### src/rtl/conv_maxpool2x2_if.sv
// conv_maxpool2x2_if: sample stream into, and pooled stream out of, the 2x2 max-pool stage
interface conv_maxpool2x2_if #(
    parameter int IMG_W = 6,
    parameter int IMG_H = 6,
    parameter int DW    = 16,
    parameter int NOUT  = (IMG_W / 2) * (IMG_H / 2),
    parameter int IW    = NOUT > 1 ? $clog2(NOUT) : 1
);
    logic          frame_start;
    logic          din_valid;
    logic [DW-1:0] din;
    logic [DW-1:0] dout;
    logic          dout_valid;
    logic [IW-1:0] dout_idx;
    logic          frame_done;

    modport master (
        output frame_start, din_valid, din,
        input  dout, dout_valid, dout_idx, frame_done
    );

    modport slave (
        input  frame_start, din_valid, din,
        output dout, dout_valid, dout_idx, frame_done
    );
endinterface

### src/rtl/conv_maxpool2x2.sv
// conv_maxpool2x2: streaming 2x2 stride-2 max pool using a half-width line buffer of pair maxima
module conv_maxpool2x2 #(
    parameter int IMG_W = 6,
    parameter int IMG_H = 6,
    parameter int DW    = 16
) (
    input logic              clk,
    input logic              rst_n,
    conv_maxpool2x2_if.slave bus
);
    localparam int NOUT = (IMG_W / 2) * (IMG_H / 2);
    localparam int IW   = NOUT > 1 ? $clog2(NOUT) : 1;
    localparam int CW   = $clog2(IMG_W);
    localparam int RW   = $clog2(IMG_H);
    localparam int HW   = IMG_W > 2 ? $clog2(IMG_W / 2) : 1;

    logic [CW-1:0] col, c, col_nxt;
    logic [RW-1:0] row, r, row_nxt;
    logic [DW-1:0] hold, pairmax, blockmax;
    logic [DW-1:0] linebuf [IMG_W/2];
    logic [HW-1:0] lbi;
    logic          col_end, row_end, emit, last;

    // frame_start makes the current sample pixel (0,0); compute pair/block maxima for this sample
    always_comb begin
        c        = bus.frame_start ? '0 : col;
        r        = bus.frame_start ? '0 : row;
        col_end  = c == CW'(IMG_W - 1);
        row_end  = r == RW'(IMG_H - 1);
        col_nxt  = col_end ? '0 : c + CW'(1);
        row_nxt  = col_end ? (row_end ? '0 : r + RW'(1)) : r;
        lbi      = HW'(c >> 1);
        pairmax  = bus.din > hold ? bus.din : hold;
        blockmax = linebuf[lbi] > pairmax ? linebuf[lbi] : pairmax;
        emit     = bus.din_valid & c[0] & r[0];
        last     = col_end & row_end;
    end

    // position counters, pair hold, line buffer and registered pooled output
    always_ff @(posedge clk) begin
        if (!rst_n) begin
            col            <= '0;
            row            <= '0;
            hold           <= '0;
            bus.dout       <= '0;
            bus.dout_valid <= 1'b0;
            bus.frame_done <= 1'b0;
            bus.dout_idx   <= '0;
            for (int i = 0; i < IMG_W / 2; i++) linebuf[i] <= '0;
        end else begin
            bus.dout_valid <= emit;
            bus.frame_done <= emit & last;
            if (emit) bus.dout <= blockmax;
            col <= bus.din_valid ? col_nxt : c;
            row <= bus.din_valid ? row_nxt : r;
            if (bus.din_valid && !c[0]) hold <= bus.din;
            if (bus.din_valid && c[0] && !r[0]) linebuf[lbi] <= pairmax;
            bus.dout_idx <= bus.frame_start ? '0 :
                            !bus.dout_valid ? bus.dout_idx :
                            bus.dout_idx == IW'(NOUT - 1) ? '0 : bus.dout_idx + IW'(1);
        end
    end
endmodule

### src/flat_wrapper.sv
// flat-port wrapper written by rule: the top's interface ports become plain ports
module conv_maxpool2x2_flat 
#(
    parameter int IMG_W = 6,
    parameter int IMG_H = 6,
    parameter int DW    = 16
)
  (clk, rst_n, bus_frame_start, bus_din_valid, bus_din, bus_dout, bus_dout_valid, bus_dout_idx, bus_frame_done);
  conv_maxpool2x2_if #(.IMG_W(IMG_W), .IMG_H(IMG_H), .DW(DW)) bus_i ();
  input logic clk;
  input logic rst_n;
  input wire logic [$bits(bus_i.frame_start)-1:0] bus_frame_start;
  input wire logic [$bits(bus_i.din_valid)-1:0] bus_din_valid;
  input wire logic [$bits(bus_i.din)-1:0] bus_din;
  output wire logic [$bits(bus_i.dout)-1:0] bus_dout;
  output wire logic [$bits(bus_i.dout_valid)-1:0] bus_dout_valid;
  output wire logic [$bits(bus_i.dout_idx)-1:0] bus_dout_idx;
  output wire logic [$bits(bus_i.frame_done)-1:0] bus_frame_done;
  assign bus_i.frame_start = bus_frame_start;
  assign bus_i.din_valid = bus_din_valid;
  assign bus_i.din = bus_din;
  assign bus_dout = bus_i.dout;
  assign bus_dout_valid = bus_i.dout_valid;
  assign bus_dout_idx = bus_i.dout_idx;
  assign bus_frame_done = bus_i.frame_done;
  conv_maxpool2x2 #(.IMG_W(IMG_W), .IMG_H(IMG_H), .DW(DW)) u_core (.clk(clk), .rst_n(rst_n), .bus(bus_i));
endmodule
### config.mk
export PLATFORM = sky130hd
export DESIGN_NAME = conv_maxpool2x2_flat
export DESIGN_NICKNAME = d
export VERILOG_FILES = /design/src/rtl/conv_maxpool2x2_if.sv /design/src/rtl/conv_maxpool2x2.sv /design/src/flat_wrapper.sv
export SDC_FILE = /design/constraint.sdc
export NUM_CORES = 1
export LEC_CHECK = 0
export ABC_AREA = 1
export BUFFER_PORTS_ARGS = -buffer_cell sky130_fd_sc_hd__buf_2
export CELL_PAD_IN_SITES_DETAIL_PLACEMENT = 0
export CELL_PAD_IN_SITES_GLOBAL_PLACEMENT = 1
export CORE_MARGIN = 5
export CORE_UTILIZATION = 31
export DETAILED_ROUTE_END_ITERATION = 8
export GPL_TIMING_DRIVEN = 0
export PLACE_DENSITY = 0.68
export SLEW_MARGIN = 20
export SYNTH_ARGS = -nofsm -noshare
export SYNTH_HDL_FRONTEND = slang
export SYNTH_SLANG_ARGS = --single-unit
export TNS_END_PERCENT = 5
### constraint.sdc
create_clock -name clk -period 10.04 [get_ports clk]
set_input_delay 2.008 -clock clk [delete_from_list [all_inputs] [get_ports clk]]
set_output_delay 2.008 -clock clk [all_outputs]
set_load 0.02 [all_outputs]
==> qor.csv <==
metric;value;unit
status;complete, no violations;
cts_inserted_buffers;9;
antenna_found_initial;0;
start_util;31.32;%
setup_ws;5.039;ns
grt_pass1_vias;4393;
drtAntennaViolNets;0;
grt_max_degree;17;
hp-class;reg -> reg;
finalCriticalPeriod;5.001;ns
pre_cts_ws;4.643;ns
port_buffers;41;
finalCritPeriodShare;49.81;%
path_clk_slew;0.07;ns
drt-initial-drc-count;251;
synthTopCellsByArea;edfxtp_1, dfxtp_1, nand2_1, ha_1, nand3_1;
criticalPathCategory;in -> reg;
syn_to_final_growth;13.28;%
yosysSeqAreaShare;48.00;%
dp.cells;992;
fin_setup_tns;0;ns
vias;4564;
clock_path_buffers;2;
drc_errors;0;
r2r_slack;6.41;ns
place.gp.congestion;0.7752;
rows;50;
worst_path_most_repeated_cell;nand2_1;
critPathCaptureType;register;
path_cells;buf_2 > ha_1 > nand2_1 > nor3_2 > nand3_2 > nand2_2 > buf_6 > nand2_1 > nand2_1 > inv_1 > ha_1 > nand4_1 > nor3_2 > nand3_2 > nand2_2 > buf_2 > nand3_1 > nand2_1 > a21oi_2;
vias_per_cell;4.528;
num_antenna_cells;0;
cts.sinks;108;
cp_data_required_time;10.26;ns
synth.top_cell.area_share;32.91;%
crit_buf_inv;4;
netlist_area;5839;µm²
drive_above_1_share;16.41;%
max_stage_delay;0.31;ns
ioPinCount;42;
die_area;21680;µm²
wl_per_cell;14.19;µm
cp-start-kind;primary input;
grt.total_usage;13.62;%
finalNonFillerCells;1008;
die_w;147.2;µm
powerDensity;147.3;nW/µm²
post_synth.cell_area_avg;8.167;µm²
cellLeakagePower;0.003006;µW
rsz0062_at_grt;false;
cts_hold_buf;0;
clock_latency;0.35;ns
synth_nets;769;
hpwl;11420;µm
cts_resized;0;
routed_wl;14310;µm
hold_viol;0;
yosysUniqueCellTypes;33;
cts_tree;built;
nNetsFinal;823;
tightest_slew;0.7780;ns
setup_viol;0;
die_h;147.2;µm
maxCapViolations;0;
slew_violations;0;
drt_pass1_iterations;5;
finalClockSkew;0.009064;ns
fmax;0.2000;GHz
coreArea;18640;µm²
clockRootBuffer;clkbuf_16;
netlist_instances;715;
synth_seq_cells;108;
worst_path_max_delay_cell;ha_1;
cts_post_setup_buffers_inserted;0;
path_delay_family;simple AND/OR/NAND/NOR gates;
cts.htree.levels;3;
final_util;35.48;%
peakVddDrop;0.00006598;V
ys.warnings.count;0;
grt_pass1_wl;23290;µm
cp_max_fo;10;
crit_arrival;5.22;ns
yosysTopAreaCell;edfxtp_1;
globalRouteOverflowTotal;0;
slew_headroom;48.14;%
placed cells by master, fill, tap and decap left out, drive strengths merged:
master and count:
clkbuf 20, edfxtp 64, a21o 1, clkinvlp 2, nor2 86, o22ai 1
nand3 69, buf 59, nand2 213, o21a 1, a21oi 50, nor3 4
clkinv 1, a211oi 1, ha 34, dfxtp 44, xnor2 1, o21ai 22
o32ai 1, nand4 4, inv 94, nor4 2
through the flow:
| stage | hold slack (ns) | instance area, µm² | total power, µW |
|---|---|---|---|
| 2_1_floorplan | 0.4372 | 5839 | 608.0 |
| 3_3_place_gp | 0.4519 | 6337 | 654.3 |
| 3_5_place_dp | 0.4560 | 6354 | 655.1 |
| 4_1_cts | 0.4663 | 6615 | 983.9 |
| 5_1_grt | 0.4895 | 6615 | 1024 |
| 6_report | 0.4657 | 6615 | 974.6 |
cells by family after synthesis:
family / share of synthesized area, %
flops: 48.00
compound gates: 7.393
xor+xnor: 0.1500
buf+inv: 8.956
simple gates: 28.22
fa+ha+maj: 7.285
Yosys cell counts, drive strengths merged:
library cell  count
xnor2             1
o32ai             1
ha               34
a21o              1
clkbuf            8
dfxtp            44
o22ai             1
o21ai            22
nand4             4
nand3            69
nor3              4
inv              93
nor2             86
nor4              2
edfxtp           64
nand2           213
buf              16
a211oi            1
o21a              1
a21oi            50
power breakdown:
| group | switching, µW | internal [µW] |
|---|---|---|
| registers | 4.76 | 483 |
| logic | 106 | 49.6 |
| clock network | 163 | 168 |
state kept, by name, summed over array words and instances (netlist names):
register	cells
u_core.bus.dout	16
u_core.row	3
u_core.linebuf	64
u_core.hold	16
u_core.bus.dout_valid	1
u_core.bus.dout_idx	4
u_core.col	3
u_core.bus.frame_done	1
layer usage:
layer,vias up,track usage [%],wire (µm)
li1,2423,-,-
met2,62,22.37,6695
met1,2066,18.43,6927
met3,13,2.190,459
met5,-,0,0
met4,0,4.334,224
worst paths after layout:
path / to / start / cells past startpoint
min reg2reg: u_core.col[1]$_SDFF_PN0_ / u_core.col[1]$_SDFF_PN0_ / 1
max reg2reg: u_core.bus.dout[9]$_SDFFE_PN0P_ / u_core.hold[15]$_SDFFE_PN0P_ / 19
max: u_core.bus.dout[9]$_SDFFE_PN0P_ / bus_din[15] / 19
min: u_core.col[1]$_SDFF_PN0_ / u_core.col[1]$_SDFF_PN0_ / 1
layout make-up:
cell class	count	area, µm²
fill	1992	12030
sequential	108	2803
multi-input combinational	490	2520
inverter	93	356.6
tap	234	292.8
clock buffer	12	236.5
timing repair buffer	43	215.2
buffer	24	166.4
clock inverter	4	25.02
No activity file was read; power rests on OpenSTA's default activity.
